<file path="src/rtl/gpio_int_rst_gen.sv">
// Global reset sequencer: holds the active-low global reset through POR/HOLD,
// waits for all PLLs to be stably locked, then releases; records sticky reset causes.
module gpio_int_rst_gen #(
  parameter int N_PLL           = 2,
  parameter int SYNC_STAGES     = 2,
  parameter int HOLD_CYC        = 16,
  parameter int LOCK_STABLE_CYC = 1024
) (
  input  logic             clk_50m,
  input  logic             rst_50m,
  input  logic [N_PLL-1:0] i_pll_locked,
  input  logic             i_sw_rst_req,
  input  logic             i_wdt_expire,
  input  logic             i_cause_clr,
  output logic             o_rstn_50m,
  output logic [3:0]       o_rst_cause,
  output logic             o_rst_active,
  output logic [1:0]       o_state
);

  localparam int HW = (HOLD_CYC > 1) ? $clog2(HOLD_CYC) : 1;
  localparam int LW = $clog2(LOCK_STABLE_CYC) + 1;
  localparam logic [HW-1:0] HOLD_LAST = HW'(HOLD_CYC - 1);
  localparam logic [LW-1:0] LOCK_LAST = LW'(LOCK_STABLE_CYC - 1);

  typedef enum logic [1:0] {
    ST_HOLD      = 2'd0,
    ST_WAIT_LOCK = 2'd1,
    ST_RUN       = 2'd2
  } state_e;

  state_e                          state_q, state_d;
  logic [HW-1:0]                   hold_cnt_q, hold_cnt_d;
  logic [LW-1:0]                   lock_cnt_q, lock_cnt_d;
  logic [SYNC_STAGES-1:0][N_PLL-1:0] sync_q, sync_d;
  logic [3:0]                      cause_q, cause_d;
  logic [3:0]                      cause_set;
  logic                            rstn_q, rstn_d;
  logic                            active_q, active_d;
  logic                            all_locked;

  // Stage 0 samples the raw lock flags; the last stage is the only one used.
  assign sync_d     = {sync_q[SYNC_STAGES-2:0], i_pll_locked};
  assign all_locked = &sync_q[SYNC_STAGES-1];

  always_comb begin
    state_d    = state_q;
    hold_cnt_d = hold_cnt_q;
    lock_cnt_d = lock_cnt_q;
    cause_set  = 4'b0000;
    case (state_q)
      ST_HOLD: begin
        if (hold_cnt_q == HOLD_LAST) begin
          state_d    = ST_WAIT_LOCK;
          hold_cnt_d = '0;
          lock_cnt_d = '0;
        end else begin
          hold_cnt_d = hold_cnt_q + 1'b1;
        end
      end
      ST_WAIT_LOCK: begin
        if (!all_locked) begin
          lock_cnt_d = '0;
        end else begin
          lock_cnt_d = lock_cnt_q + 1'b1;
          if (lock_cnt_q == LOCK_LAST) state_d = ST_RUN;
        end
      end
      ST_RUN: begin
        cause_set = {i_wdt_expire, i_sw_rst_req, !all_locked, 1'b0};
        if (|cause_set) begin
          state_d    = ST_HOLD;
          hold_cnt_d = '0;
        end
      end
      default: begin
        state_d    = ST_HOLD;
        hold_cnt_d = '0;
      end
    endcase
    // A clear in the same cycle as an event keeps only the new event.
    cause_d  = (i_cause_clr ? 4'b0000 : cause_q) | cause_set;
    rstn_d   = (state_d == ST_RUN);
    active_d = (state_d != ST_RUN);
  end

  always_ff @(posedge clk_50m or posedge rst_50m) begin
    if (rst_50m) begin
      state_q    <= ST_HOLD;
      hold_cnt_q <= '0;
      lock_cnt_q <= '0;
      sync_q     <= '0;
      cause_q    <= 4'b0001;
      rstn_q     <= 1'b0;
      active_q   <= 1'b1;
    end else begin
      state_q    <= state_d;
      hold_cnt_q <= hold_cnt_d;
      lock_cnt_q <= lock_cnt_d;
      sync_q     <= sync_d;
      cause_q    <= cause_d;
      rstn_q     <= rstn_d;
      active_q   <= active_d;
    end
  end

  assign o_rstn_50m   = rstn_q;
  assign o_rst_active = active_q;
  assign o_rst_cause  = cause_q;
  assign o_state      = state_q;

endmodule

</file>
<file path="config.mk">
export PLATFORM = sky130hd
export DESIGN_NAME = gpio_int_rst_gen
export DESIGN_NICKNAME = d
export VERILOG_FILES = /design/src/rtl/gpio_int_rst_gen.sv
export SDC_FILE = /design/constraint.sdc
export NUM_CORES = 1
export LEC_CHECK = 0
export CORE_UTILIZATION = 50
export CTS_BUF_LIST = sky130_fd_sc_hd__clkbuf_2 sky130_fd_sc_hd__clkbuf_4 sky130_fd_sc_hd__clkbuf_8
export DETAILED_ROUTE_END_ITERATION = 16
export PLACE_DENSITY = 0.82
export SLEW_MARGIN = 10
export SYNTH_ARGS = -nofsm -noshare
export SYNTH_HDL_FRONTEND = slang
export SYNTH_SLANG_ARGS = --single-unit
</file>
<file path="constraint.sdc">
create_clock -name clk_50m -period 2 [get_ports clk_50m]
set_input_delay 0.4 -clock clk_50m [delete_from_list [all_inputs] [get_ports clk_50m]]
set_output_delay 0.4 -clock clk_50m [all_outputs]
set_load 0.05 [all_outputs]
</file>
# Yosys cells after proc, flatten, opt, wreduce, memory -nomap -nowiden
# Index checks and enable logic that the tools add are counted.
# Widths: inputs -> output; s select.
dict set report classes {
  eq_ne 8
  n_reduce_logical 7
  n_mux 13
  bitwise_logic 2
  add_sub_neg 2
}
# operator n
set ops {}
lappend ops {{$mux 11} 2}
lappend ops {{$pmux 11 s2} 1}
lappend ops {{$mux 4} 4}
lappend ops {{$pmux 4 s3} 1}
lappend ops {{$add 11x1->11 const B} 1}
lappend ops {{$eq 11x10->1 const B} 1}
lappend ops {{$mux 2} 4}
lappend ops {{$ne 2x2->1 const B} 3}
lappend ops {{$pmux 2 s3} 1}
lappend ops {{$reduce_and 2->1} 3}
lappend ops {{$add 4x1->4 const B} 1}
lappend ops {{$eq 2x2->1 const B} 2}
lappend ops {{$eq 4x4->1 const B} 1}
lappend ops {{$or 4x4->4} 1}
lappend ops {{$reduce_or 3->1} 1}
lappend ops {{$eq 2x1->1 const B} 1}
lappend ops {{$logic_not 2->1} 1}
lappend ops {{$reduce_bool 2->1} 1}
lappend ops {{$logic_not 1->1} 1}
lappend ops {{$not 1->1} 1}
dict set report word_totals {
  register_bits 27
  word_cells 40
  inputBits 7
  output_inout_bits 8
}

# Longest topological paths before layout
# Gate-level depths: netlist (run 1).
dict set report depth {
  ltp_word 6
  ltp_mapped 6
  mapped_depth_nobuf 5
}

# Worst setup path after synthesis (run 1)
# Ideal clock, no wire load.
dict set report synth_timing {
  kind {reg2reg}
  start {register state_q[0] (netlist: o_state[0])}
  end {register lock_cnt_q[9]}
  arrival_time_ns 1.536
  setup_slack_ns 0.399
  stages_incl_launch_ff 5
  required_time_ns 1.935
  n_path_buf 1
  path_cell_list {dfrtp_1 -> buf_4 -> nand4b_2 -> nor4_1 -> mux2_2}
}
dict set report synth_via {
  elab_chain_cells 3
  word_cells_on_any_way 6
}
# element line_no
set synth_rtl {}
lappend synth_rtl {{start: declaration} 32} ;# state_e state_q, state_d;
lappend synth_rtl {{start signal: assignment} 97} ;# state_q <= state_d;
lappend synth_rtl {{$eq 2x1->1 / $logic_not 2->1 (equally long branches)} 51} ;# case (state_q)
lappend synth_rtl {{$reduce_bool 2->1 (no source line) / $ne 2x2->1 (equally long branches)} -}
lappend synth_rtl {{$reduce_and 2->1 (no source line)} -}
lappend synth_rtl {{end signal: assignment} 99} ;# lock_cnt_q <= lock_cnt_d;
lappend synth_rtl {{end: declaration} 34} ;# logic [LW-1:0] lock_cnt_q, lock_cnt_d;
# Parallel ways exist; a longest one is shown, timed or not.
# A chain may end at the register's enable or synchronous reset.

# Worst setup path in the final report (run 1)
dict set report layout_timing {
  start {register cause_q[2] (netlist: o_rst_cause[2])}
  end {output port o_rst_cause[2]}
}
# element line_no
set layout_rtl {}
lappend layout_rtl {{start: declaration} 36} ;# logic [3:0] cause_q, cause_d;
lappend layout_rtl {{start signal: assignment} 101} ;# cause_q <= cause_d;
lappend layout_rtl {{end: declaration} 16} ;# output logic [3:0] o_rst_cause,
# No word-level cell between the ends.

==> metrics.cfg, run 1 <==
[power]
swShare=0.249
p_int_w=0.000671
p_seq_frac=0.651
combPwrFrac=0.072
p_leak_nw=0.688
switching_power_w=0.000223
clkPwrFrac=0.277
powerDensity_nw_per_um2=612
ir_worst_vdd_mv=0.428

[final_layout]
seqCellArea_um2=678
fillerInstances=187
antenna_cells=0
design_area_um2=1460
layoutNonFillerInstCount=170
drive_gt1_frac=0.141
postLayoutCoreUtil=0.635
multi_input_area_um2=544
layout.nets=152
areaGrowthSynthToFinish_pct=15.3

[setup_path]
worst-endpoint-required_ns=1.60
r2r-start=o_state[1]
cp_max_fo=2
setup.worst_path.start_class=flip-flop
r2r_end=hold_cnt_q[3]
cpMaxStageDelayCell=clkdlybuf4s50_1
crit_family=buffers and inverters
r2r_setup_slack_ns=0.40
path_cells=clkdlybuf4s50_1
end_kind=primary output
path_class=flip-flop to primary output
reg2reg_depth=4
worstPathArrival_ns=1.52
slowest_delay_ns=0.80
path_buf_inv=1

[floorplanning]
die_x_um=52.3
start_util=0.551
die-area_um2=2740
fp-row-count=17
ios=15
core_um2=2300
die_h_um=52.3

[yosys]
yosysWarnings=0
ys_seq_elements=27
synthTopCellsByArea=dfrtp_1 (49%), nand2_1 (5.9%), o21ai_0 (5.9%), dfstp_2 (4.2%), a21oi_1 (3.2%)
postSynth.asyncResetShare=1.00
synthDistinctLibCells=36
ys.flop_type=dfrtp_1
synthesis.area_um2=1260
synth_top_area_frac=0.495
syn_inst=125
seq_area_frac_synth=0.536
syn_nets=134
synth_edf_count=0
synth_top_area_cell=dfrtp_1
avgSynthCellArea_um2=10.1

[route]
wire_per_inst_um=14.3
antenna_left=0
drt_first_pass_iters=4
route.detailed.drc=0
avgViaCountPerCell=5.82
wl_um=2430
num_vias=989
drtIter0Drc=17

[placement]
dpl-instance-area_um2=1430
place_ws_ns=0.380
place_inst=166
hpwl_um=1790
io_buffers=14
place_congestion=0.831

[clocking]
clock_sinks=27
clk_latency_ns=0.33
cts_made_buffers=3
clockBufferDepth=2
clock-root-buffer=clkbuf_4
cts.htree.levels=1
cts_tree=done
cts-hold-fix-buffers=0
cts_resized=0
cts_setup_buffers=0
clk_pin_slew_ns=0.15

[sta]
hold_viol_final=0
fmax_mhz=522
min_period_over_period=0.958
setup_slack_ns=0.0832
skew_ns=0.00125
rsz0062_at_grt=no
period_needed_ns=1.92
fin_setup_tns_ns=0
slew-limit-headroom=0.662
finalSetupViolations=0
worstMarginPinSlew_ns=0.506
maxSlewViolCount=0

[grt]
antenna_found_initial=0
grt_usage=0.219
grt_pass1_wl_um=4280
grt_pass1_vias=1003
grt_max_degree=19
grt_overflow=0

[run]
cap_violations=0

[min_path]
hold_path_class=primary input to async pin

[status]
outcome=completed

## power groups by stage
| stage | Sequential (W) | Combinational [W] | Clock [W] |
|---|---|---|---|
| final | 0.000582 | 0.0000643 | 0.000247 |
| after global routing | 0.000585 | 0.0000751 | 0.000266 |
| after global placement | 0.000591 | 0.0000623 | 0 |
| after CTS | 0.000581 | 0.0000662 | 0.000250 |
| after detailed placement | 0.000592 | 0.0000660 | 0 |
| after floorplan | 0.000588 | 0.0000408 | 0 |
## cells by family after synthesis
logic type / after synthesis / synth area share
fa+ha+maj: 2 / 0.0198
compound gates: 35 / 0.164
mux: 2 / 0.0168
flops: 27 / 0.536
buf+inv: 10 / 0.0336
simple gates: 49 / 0.229
## metal layers
layer / global-route usage / vias to the layer above / routed length [µm]
met1: 0.243 / 469 / 1060
met4: 0.149 / 0 / 59
met2: 0.373 / 37 / 1190
met5: 0 / - / 0
li1: - / 477 / -
met3: 0.0435 / 6 / 121
## how the worst max path moves through the flow
| stage | cells after the start | startpoint | to |
|---|---|---|---|
| global route | 1 | o_rst_cause[3] | o_rst_cause[3] |
| detailed placement | 4 | i_wdt_expire | hold_cnt_q[3] |
| global placement | 4 | i_wdt_expire | hold_cnt_q[3] |
| floorplan | 4 | o_state[0] | lock_cnt_q[9] |
| finish | 1 | o_rst_cause[2] | o_rst_cause[2] |
| CTS | 1 | o_rst_cause[3] | o_rst_cause[3] |
## stage by stage
stage               power, W  hold slack, ns
finish              0.000893           0.312
global placement    0.000653           0.340
global route        0.000927           0.343
detailed placement  0.000658           0.342
CTS                 0.000898           0.321
floorplan           0.000629           0.331
## state kept, by name, summed over array words and instances (netlist names)
register / flops
lock_cnt_q: 11
sync_q: 2
o_rst_active: 1
o_rstn_50m: 1
hold_cnt_q: 4
o_state: 2
o_rst_cause: 4
sync_d: 2
## final cells by class
class | instances | share of cell area
Timing Repair Buffer | 16 | 0.0995
Inverter | 7 | 0.0180
Sequential cell | 27 | 0.465
Clock buffer | 3 | 0.0154
Multi-Input combinational cell | 88 | 0.373
Clock inverter | 1 | 0.00515
Tap cell | 28 | 0.0240
## cell usage after synthesis (all sizes together) (2+ instances only)
master,instances
o21ai,16
nand2,20
a31oi,2
dfstp,2
nor2b,2
buf,2
a21o,3
nand3,4
nor2,7
nor4,5
dfrtp,25
ha,2
inv,7
a21oi,8
nor3,3
## placed cells by master, fill, tap and decap left out, drive strengths merged
cell / netlist / layout
nand4: 1 / 1
a311oi: 1 / 1
a31oi: 2 / 2
mux2i: 1 / 1
buf: 2 / 6
a21o: 3 / 3
nor2: 7 / 7
a2bb2oi: 1 / 1
clkinvlp: 0 / 1
nor4b: 1 / 1
nor4: 5 / 5
nand4b: 1 / 1
o21bai: 1 / 1
clkbuf: 1 / 3
nor3: 3 / 3
and3: 1 / 1
dfstp: 2 / 2
nor2b: 2 / 2
nand2: 20 / 20
inv: 7 / 7
mux2: 1 / 1
ha: 2 / 2
and4b: 1 / 1
o21ai: 16 / 16
and2: 1 / 1
a21oi: 8 / 8
dfrtp: 25 / 25
o311a: 1 / 1
or2: 1 / 1
or4: 1 / 1
o31ai: 1 / 1
nand3: 4 / 4
clkdlybuf4s50: 0 / 10
a22o: 1 / 1
No activity file was read; power rests on OpenSTA's default activity.
==> run 2, diff against run 1 <==
--- a/config.mk
+++ b/config.mk
@@ -9,7 +9,6 @@
 export CTS_BUF_LIST = sky130_fd_sc_hd__clkbuf_2 sky130_fd_sc_hd__clkbuf_4 sky130_fd_sc_hd__clkbuf_8
 export DETAILED_ROUTE_END_ITERATION = 16
 export PLACE_DENSITY = 0.82
-export SLEW_MARGIN = 10
 export SYNTH_ARGS = -nofsm -noshare
 export SYNTH_HDL_FRONTEND = slang
 export SYNTH_SLANG_ARGS = --single-unit
==> constraint.sdc (replaced) <==
create_clock -name clk_50m -period 2.46 [get_ports clk_50m]
set_input_delay 0.492 -clock clk_50m [delete_from_list [all_inputs] [get_ports clk_50m]]
set_output_delay 0.492 -clock clk_50m [all_outputs]
set_load 0.05 [all_outputs]
==> metrics.cfg, run 2 (synthesis results as in run 1) <==
[status]
outcome=completed

[route]
drtIter0Drc=19
drt_first_pass_iters=4
avgViaCountPerCell=5.69
route.detailed.drc=0
num_vias=967
antenna_left=0
wl_um=2410
wire_per_inst_um=14.2

[clocking]
cts.htree.levels=1
clock_sinks=27
cts_tree=done
cts_resized=0
cts_setup_buffers=0
cts-hold-fix-buffers=0
clockBufferDepth=2
clock-root-buffer=clkbuf_4
clk_latency_ns=0.32
cts_made_buffers=3
clk_pin_slew_ns=0.15

[setup_path]
worstPathArrival_ns=1.79
end_kind=primary output
startpoint=o_state[1]
r2r-start=hold_cnt_q[0]
crit_family=buffers and inverters
cp_max_fo=13
cpMaxStageDelayCell=clkdlybuf4s50_1
slowest_delay_ns=0.88
path_cells=clkdlybuf4s50_1
path_class=flip-flop to primary output
worst-endpoint-required_ns=1.97
setup.worst_path.start_class=flip-flop
path_buf_inv=1

[final_layout]
drive_gt1_frac=0.113
final_common_cell=dfrtp_1
areaGrowthSynthToFinish_pct=15.9
antenna_cells=0
most-common-layout-cells=dfrtp_1 (25), nand2_1 (20), o21ai_0 (15)
regMostFlops=lock_cnt_q
largest_reg_flops=11
postLayoutCoreUtil=0.638
layout.nets=152

[sta]
slew-limit-headroom=0.655
maxSlewViolCount=0
min_period_over_period=0.928
period_needed_ns=2.28
worstMarginPinSlew_ns=0.516
skew_ns=0.00784
finalSetupViolations=0
fin_hold_ws_ns=0.376
fin_setup_tns_ns=0
fmax_mhz=438
rsz0062_at_grt=no
hold_viol_final=0

[run]
cap_violations=0

[placement]
io_buffers=14
place_congestion=0.895
hpwl_um=1710

[power]
powerDensity_nw_per_um2=489
p_leak_nw=0.688
ir_worst_vdd_mv=0.363

[floorplanning]
ios=15
die_h_um=52.3
core_um2=2300
die-area_um2=2740
fp-row-count=17
die_x_um=52.3
start_util=0.551

[grt]
grt_max_degree=28
antenna_found_initial=0
grt_usage=0.213
grt_pass1_wl_um=4220
grt_overflow=0
grt_pass1_vias=943

[min_path]
worstHoldStart=sync_d[2]
hold_path_class=flip-flop to flip-flop

run 2: cell count changes in the layout (fill, tap and decap cells not counted):
cell             change
clkdlybuf4s50_1      +4
clkinv_2             +1
buf_4                -4
clkinvlp_4           -1
run 2: final timing paths:
check	end	slack [ns]	cells past startpoint
worst max-delay path	o_state[1]	0.18	1
worst min-delay path	sync_q[2]	0.38	0
worst max register to register	lock_cnt_q[9]	0.82	5
worst min register to register	sync_q[2]	0.38	0
max in group asynchronous	o_rst_active	1.66	3
min in group asynchronous	sync_q[3]	0.50	3
run 2: final cells by class:
type,count,area [µm²]
sequential,27,678
multi-input combinational,88,544
clock buffer,3,22.5
fill,193,831
tap,28,35.0
timing repair buffer,16,155
inverter,7,26.3
clock inverter,1,5.00
run 2: metrics by stage:
step	cells	setup slack (ns)	total power (W)	cell area (µm²)
final	170	0.178	0.000717	1470
after floorplan	125	0.859	0.000511	1260
after global routing	170	0.0965	0.000748	1470
after CTS	170	0.185	0.000723	1470
after global placement	166	0.596	0.000530	1440
after detailed placement	166	0.576	0.000534	1440
run 2: where the power goes:
group	switching (W)	leakage [nW]	total (W)	internal, W
clock network	0.000131	0.0177	0.000192	0.0000610
logic	0.0000282	0.317	0.0000522	0.0000240
registers	0.0000139	0.354	0.000473	0.000459
total	0.000173	0.688	0.000717	0.000544
run 2: layer usage:
layer | share of wire | wire length, µm | global-route usage | up-vias
met4 | 0.0071 | 17 | 0.0965 | 0
met1 | 0.47 | 1120 | 0.272 | 461
met5 | 0 | 0 | 0 | -
met3 | 0.042 | 101 | 0.0551 | 2
li1 | - | - | - | 480
met2 | 0.48 | 1170 | 0.338 | 24
